--- config.mk ---
export PLATFORM = sky130hd
export DESIGN_NAME = mac_feeder
export DESIGN_NICKNAME = d
export VERILOG_FILES = /design/src/rtl/mac_feeder.sv
export SDC_FILE = /design/constraint.sdc
export NUM_CORES = 1
export LEC_CHECK = 0
export ABC_AREA = 1
export CAP_MARGIN = 20
export CELL_PAD_IN_SITES_DETAIL_PLACEMENT = 1
export CELL_PAD_IN_SITES_GLOBAL_PLACEMENT = 1
export CORE_ASPECT_RATIO = 1.2
export CORE_MARGIN = 5
export CORE_UTILIZATION = 30
export CTS_CLUSTER_SIZE = 14
export DETAILED_ROUTE_END_ITERATION = 16
export PLACE_DENSITY_LB_ADDON = 0.25
export SYNTH_ARGS = -nofsm -noshare
export SYNTH_HDL_FRONTEND = slang
export SYNTH_SLANG_ARGS = --single-unit
--- constraint.sdc ---
create_clock -name clk_i -period 3.9 [get_ports clk_i]
set_input_delay 0.78 -clock clk_i [delete_from_list [all_inputs] [get_ports clk_i]]
set_output_delay 0.78 -clock clk_i [all_outputs]
set_load 0.02 [all_outputs]
--- src/rtl/mac_feeder.sv ---
// mac_feeder: sequences A-row/B-column term pairs into a signed 8-bit MAC and
// writes each 32-bit dot product to C memory in row-major order.
`default_nettype none

module mac_feeder #(
  parameter int DIM_W   = 4,
  parameter int ADDR_W  = 8,
  parameter int TIMEOUT = 16
) (
  input  logic                clk_i,
  input  logic                rstn_i,
  input  logic                start_i,
  input  logic [DIM_W-1:0]    dim_m_i,
  input  logic [DIM_W-1:0]    dim_k_i,
  input  logic [DIM_W-1:0]    dim_n_i,
  output logic                busy_o,
  output logic                done_o,
  output logic                err_o,
  output logic                a_rd_o,
  output logic [ADDR_W-1:0]   a_addr_o,
  input  logic signed [7:0]   a_data_i,
  output logic                b_rd_o,
  output logic [ADDR_W-1:0]   b_addr_o,
  input  logic signed [7:0]   b_data_i,
  output logic                dsp_enable_o,
  output logic                clear_o,
  output logic                dsp_valid_o,
  output logic signed [7:0]   dsp_input_o,
  output logic signed [7:0]   dsp_weight_o,
  input  logic signed [31:0]  dsp_output_i,
  input  logic                dsp_valid_i,
  output logic                c_we_o,
  output logic [ADDR_W-1:0]   c_addr_o,
  output logic signed [31:0]  c_data_o
);

  localparam int PROD_W = 2 * DIM_W;
  localparam int CNT_W  = $clog2(TIMEOUT + 1);

  typedef enum logic [2:0] {
    S_IDLE  = 3'd0,
    S_FEED  = 3'd1,
    S_TAIL  = 3'd2,
    S_WAIT  = 3'd3,
    S_WRITE = 3'd4,
    S_DONE  = 3'd5
  } state_t;

  state_t             state_q, state_d;
  logic [DIM_W-1:0]   dim_m_q, dim_m_d;
  logic [DIM_W-1:0]   dim_k_q, dim_k_d;
  logic [DIM_W-1:0]   dim_n_q, dim_n_d;
  logic [DIM_W-1:0]   i_q, i_d;
  logic [DIM_W-1:0]   j_q, j_d;
  logic [DIM_W-1:0]   k_q, k_d;
  logic [CNT_W-1:0]   wait_cnt_q, wait_cnt_d;
  logic               err_q, err_d;
  logic               tmo_q, tmo_d;
  logic               term_q, term_d;

  logic [PROD_W-1:0]  a_prod, b_prod, c_prod;

  always_ff @(posedge clk_i or negedge rstn_i) begin
    if (!rstn_i) begin
      state_q    <= S_IDLE;
      dim_m_q    <= '0;
      dim_k_q    <= '0;
      dim_n_q    <= '0;
      i_q        <= '0;
      j_q        <= '0;
      k_q        <= '0;
      wait_cnt_q <= '0;
      err_q      <= 1'b0;
      tmo_q      <= 1'b0;
      term_q     <= 1'b0;
    end else begin
      state_q    <= state_d;
      dim_m_q    <= dim_m_d;
      dim_k_q    <= dim_k_d;
      dim_n_q    <= dim_n_d;
      i_q        <= i_d;
      j_q        <= j_d;
      k_q        <= k_d;
      wait_cnt_q <= wait_cnt_d;
      err_q      <= err_d;
      tmo_q      <= tmo_d;
      term_q     <= term_d;
    end
  end

  always_comb begin
    state_d    = state_q;
    dim_m_d    = dim_m_q;
    dim_k_d    = dim_k_q;
    dim_n_d    = dim_n_q;
    i_d        = i_q;
    j_d        = j_q;
    k_d        = k_q;
    wait_cnt_d = wait_cnt_q;
    err_d      = err_q;
    tmo_d      = tmo_q;
    // Memory data for a FEED read appears on the following cycle.
    term_d     = (state_q == S_FEED);

    case (state_q)
      S_IDLE: begin
        if (start_i) begin
          dim_m_d = dim_m_i;
          dim_k_d = dim_k_i;
          dim_n_d = dim_n_i;
          i_d     = '0;
          j_d     = '0;
          k_d     = '0;
          err_d   = 1'b0;
          tmo_d   = 1'b0;
          if (dim_m_i == '0 || dim_k_i == '0 || dim_n_i == '0) begin
            state_d = S_DONE;
          end else begin
            state_d = S_FEED;
          end
        end
      end
      S_FEED: begin
        if (k_q == dim_k_q - DIM_W'(1)) begin
          state_d = S_TAIL;
        end else begin
          k_d = k_q + DIM_W'(1);
        end
      end
      S_TAIL: begin
        wait_cnt_d = '0;
        state_d    = S_WAIT;
      end
      S_WAIT: begin
        if (dsp_valid_i) begin
          tmo_d   = 1'b0;
          state_d = S_WRITE;
        end else if (wait_cnt_q == CNT_W'(TIMEOUT - 1)) begin
          err_d   = 1'b1;
          tmo_d   = 1'b1;
          state_d = S_WRITE;
        end else begin
          wait_cnt_d = wait_cnt_q + CNT_W'(1);
        end
      end
      S_WRITE: begin
        k_d   = '0;
        tmo_d = 1'b0;
        if (j_q == dim_n_q - DIM_W'(1)) begin
          j_d = '0;
          if (i_q == dim_m_q - DIM_W'(1)) begin
            state_d = S_DONE;
          end else begin
            i_d     = i_q + DIM_W'(1);
            state_d = S_FEED;
          end
        end else begin
          j_d     = j_q + DIM_W'(1);
          state_d = S_FEED;
        end
      end
      S_DONE: begin
        state_d = S_IDLE;
      end
      default: begin
        state_d = S_IDLE;
      end
    endcase
  end

  assign a_prod = PROD_W'(i_q) * PROD_W'(dim_k_q) + PROD_W'(k_q);
  assign b_prod = PROD_W'(k_q) * PROD_W'(dim_n_q) + PROD_W'(j_q);
  assign c_prod = PROD_W'(i_q) * PROD_W'(dim_n_q) + PROD_W'(j_q);

  assign busy_o       = (state_q != S_IDLE);
  assign done_o       = (state_q == S_DONE);
  assign err_o        = err_q;
  assign dsp_enable_o = busy_o;

  assign a_rd_o       = (state_q == S_FEED);
  assign b_rd_o       = (state_q == S_FEED);
  assign a_addr_o     = a_rd_o ? ADDR_W'(a_prod) : '0;
  assign b_addr_o     = b_rd_o ? ADDR_W'(b_prod) : '0;
  assign clear_o      = (state_q == S_FEED) && (k_q == '0);
  assign dsp_valid_o  = (state_q == S_TAIL);
  assign dsp_input_o  = term_q ? a_data_i : 8'sd0;
  assign dsp_weight_o = term_q ? b_data_i : 8'sd0;

  assign c_we_o       = (state_q == S_WRITE);
  assign c_addr_o     = c_we_o ? ADDR_W'(c_prod) : '0;
  assign c_data_o     = (c_we_o && !tmo_q) ? dsp_output_i : 32'sd0;

endmodule

`default_nettype wire

==> impl_metrics.ini <==
[timing]
setup_viol = 13
timing.slew.headroom_pct = 64.02
setup_ws_ns = -0.1469
finalHoldViolCount = 0
timing.fmax_mhz = 247.1
fin_tns_setup_ns = -1.138
period_needed_ns = 4.047
worstMarginPinSlew_ns = 0.5379
post-route-period-util_pct = 103.8
finalMaxSlewViolations = 0
fin_skew_ns = 0.004357
rsz0062_at_grt = yes

[worst_setup_path]
reg2reg_slack_ns = 1.92
path_max_fanout = 5
worst_setup_path_start_kind = flop
cp_data_arrival_time_ns = 3.27
cp-end-kind = output pin
r2r-end = i_q[3]
crit_start = i_q[1]
required_ns = 3.12
r2r.worst_path.cells = 11
worst-setup-path-type = reg2out
r2r-start = dim_n_q[0]

[worst_hold_path]
holdPathEnd = wait_cnt_q[0]
hold_path_depth = 1
min_path_type = reg2reg
hold_start = wait_cnt_q[0]

[cts]
numCtsBuffers = 5
path_clk_slew_ns = 0.06
cts_tree = built
cts_sinks = 35
htree_levels = 2
clk_latency_ns = 0.27
postCtsHoldBufs = 0
clockBufferDepth = 2
ctsRootBufferMaster = clkbuf_16

[finish]
drive_gt1_share_pct = 20.23
antenna_cells = 0
layout_commonest_cell = nand2_1
areaGrowthSynthToFinish_pct = 50.96
fillers = 1917
most-common-layout-cells = 152 x nand2_1, 146 x inv_1, 126 x clkdlybuf4s50_1
final_nets = 1002
final_design_area_no_fill_um2 = 6972

[outcome]
outcome = finished, violations left
violations = setup timing

[floorplanning]
pin_count = 145
die_y_um = 145.9
rows = 49
core_um2 = 15080
die_w_um = 123.3
start_util_pct = 30.62
die-area_um2 = 17990

[yosys]
synth_cell_types = 37
avgSynthCellArea_um2 = 6.822
synth_nets = 819
synth_area_um2 = 4618
synth_cells = 677
ys_seq_elements = 35
synth.yosys.warnings = 0
yosysSeqAreaShare_pct = 18.97

[power]
p_total_w = 0.003629
p_comb_share_pct = 70.7
swShare_pct = 49.54
p_per_area_nw_per_um2 = 520.5
leakage_nw = 3.852
internal_power_w = 0.001831
p_switching_w = 0.001798
pwr-share-clk_pct = 11.1
ir_drop_uv = 304.5
power_frac_seq_pct = 18.3

[grt]
met2_usage_pct = 34.29
grt_pass1_wl_um = 25240
use_met3_pct = 2.100
grt_max_degree = 36
grt_usage_pct = 17.05
top_usage_layer = met2
antenna_found_initial = 0
met1_usage_pct = 18.21
overflow = 0
grt_pass1_vias = 5409

[route]
ant_nets = 0
avgRoutedWirePerCell_um = 14.51
first_pass_iters = 4
drt_iter0_markers = 175
drc = 0
via_per_inst = 4.592
drt-total-wl_um = 15440
via_count = 4886

[placed_design]
dpl.hpwl_um = 12930
postPlaceCellArea_um2 = 6560
pre_cts_slack_ns = -0.5416
routabilityCongestion = 0.8438
io_buffers = 144

[flow_run]
cap_violations = 0
==> cells in the mapped netlist <==
library cell,count,share of area [%]
a21boi_1,1,0.16
a21oi_1,25,2.7
a31o_2,3,0.57
a31oi_1,3,0.41
buf_2,11,1.2
buf_4,8,1.3
buf_6,3,0.73
clkbuf_1,2,0.16
clkinv_2,1,0.11
clkinv_4,1,0.19
dfrtp_1,35,19
fa_1,21,9.1
ha_1,57,15
inv_1,151,12
inv_2,13,1.1
nand2_1,162,13
nand2_2,5,0.68
nand2_4,3,0.73
nand3_1,22,2.4
nand3_2,4,0.87
nand3_4,1,0.38
nand3b_1,1,0.16
nand4_1,16,2.2
nor2_1,68,5.5
nor2_2,3,0.41
nor2_4,4,0.98
nor2_8,2,0.87
o211a_1,1,0.22
o211ai_1,1,0.16
o21a_1,1,0.16
o21ai_0,9,0.98
o21ai_1,15,1.6
o22ai_1,3,0.41
or2_1,1,0.14
or2_2,3,0.41
xnor2_1,10,1.9
xor2_1,7,1.3
==> final cells by class <==
class	instances	area [um^2]	area share, %
Clock inverter	1	5.005	0.07179
Sequential cell	35	877.1	12.58
Tap cell	204	255.2	3.661
Multi-Input combinational cell	452	3218	46.16
Clock buffer	6	138.9	1.992
Inverter	166	629.4	9.027
Timing Repair Buffer	200	1848	26.51
==> metal layers <==
| metal | wire (um) | up-vias |
|---|---|---|
| met5 | 0 | - |
| met4 | 173 | 0 |
| met3 | 725 | 10 |
| met2 | 8631 | 113 |
| met1 | 5908 | 2351 |
| li1 | - | 2412 |
==> worst max-delay path: stages, from the launching register on <==
cell     delay, ns
dfrtp_1       0.41
nand2_1       0.11
fa_2          0.58
fa_1          0.44
fa_1          0.52
inv_2         0.05
ha_4          0.23
nand2_1       0.08
nand2_2       0.06
a31o_4        0.22
o21ai_2       0.12
a21oi_2       0.04
buf_4         0.15
==> repair_timing <==
action | CTS | global route
setup buffers | 5 | 3
setup endpoints to repair | 18 | 18
endpoints found under the hold margin | 0 | 0
resized for setup | 128 | 21
pin swaps | 29 | 4
==> through the flow <==
step,hold slack [ns],utilization (%),std cells
2_1_floorplan,0.4719,-,677
3_3_place_gp,0.5033,43.50,1050
3_5_place_dp,0.5110,43.50,1050
4_1_cts,0.5186,45.65,1061
5_1_grt,0.5580,46.23,1064
6_report,0.5202,46.23,1064
==> registers in the layout, indices dropped and copies added, names as in the netlist <==
register	cells
dim_k_q	4
term_q	1
dim_m_q	4
state_q	3
dim_n_q	4
tmo_q	1
err_o	1
j_q	4
wait_cnt_q	5
k_q	4
i_q	4
==> how the worst max path moves through the flow <==
| stage | endpoint | depth (start not counted) |
|---|---|---|
| global route | a_addr_o[5] | 12 |
| finish | a_addr_o[4] | 12 |
| CTS | a_addr_o[4] | 12 |
| detailed placement | a_addr_o[4] | 12 |
| global placement | a_addr_o[4] | 12 |
| floorplan | a_addr_o[4] | 12 |
==> power by group through the flow <==
| stage | Clock [W] | Combinational [W] | Sequential, W |
|---|---|---|---|
| after CTS | 0.000408 | 0.00256 | 0.000665 |
| after floorplan | 0 | 0.00157 | 0.000615 |
| after global placement | 0 | 0.00236 | 0.000656 |
| final | 0.000401 | 0.00256 | 0.000664 |
| after detailed placement | 0 | 0.00244 | 0.000666 |
| after global routing | 0.000426 | 0.00285 | 0.000691 |
==> cell families after synthesis <==
kind of cell | after synthesis | synth area share (%)
xor+xnor | 17 | 3.224
flops | 35 | 18.97
simple gates | 295 | 28.85
buf+inv | 190 | 17.01
fa+ha+maj | 78 | 24.55
compound gates | 62 | 7.397
Power figures use the tool's default switching activity.
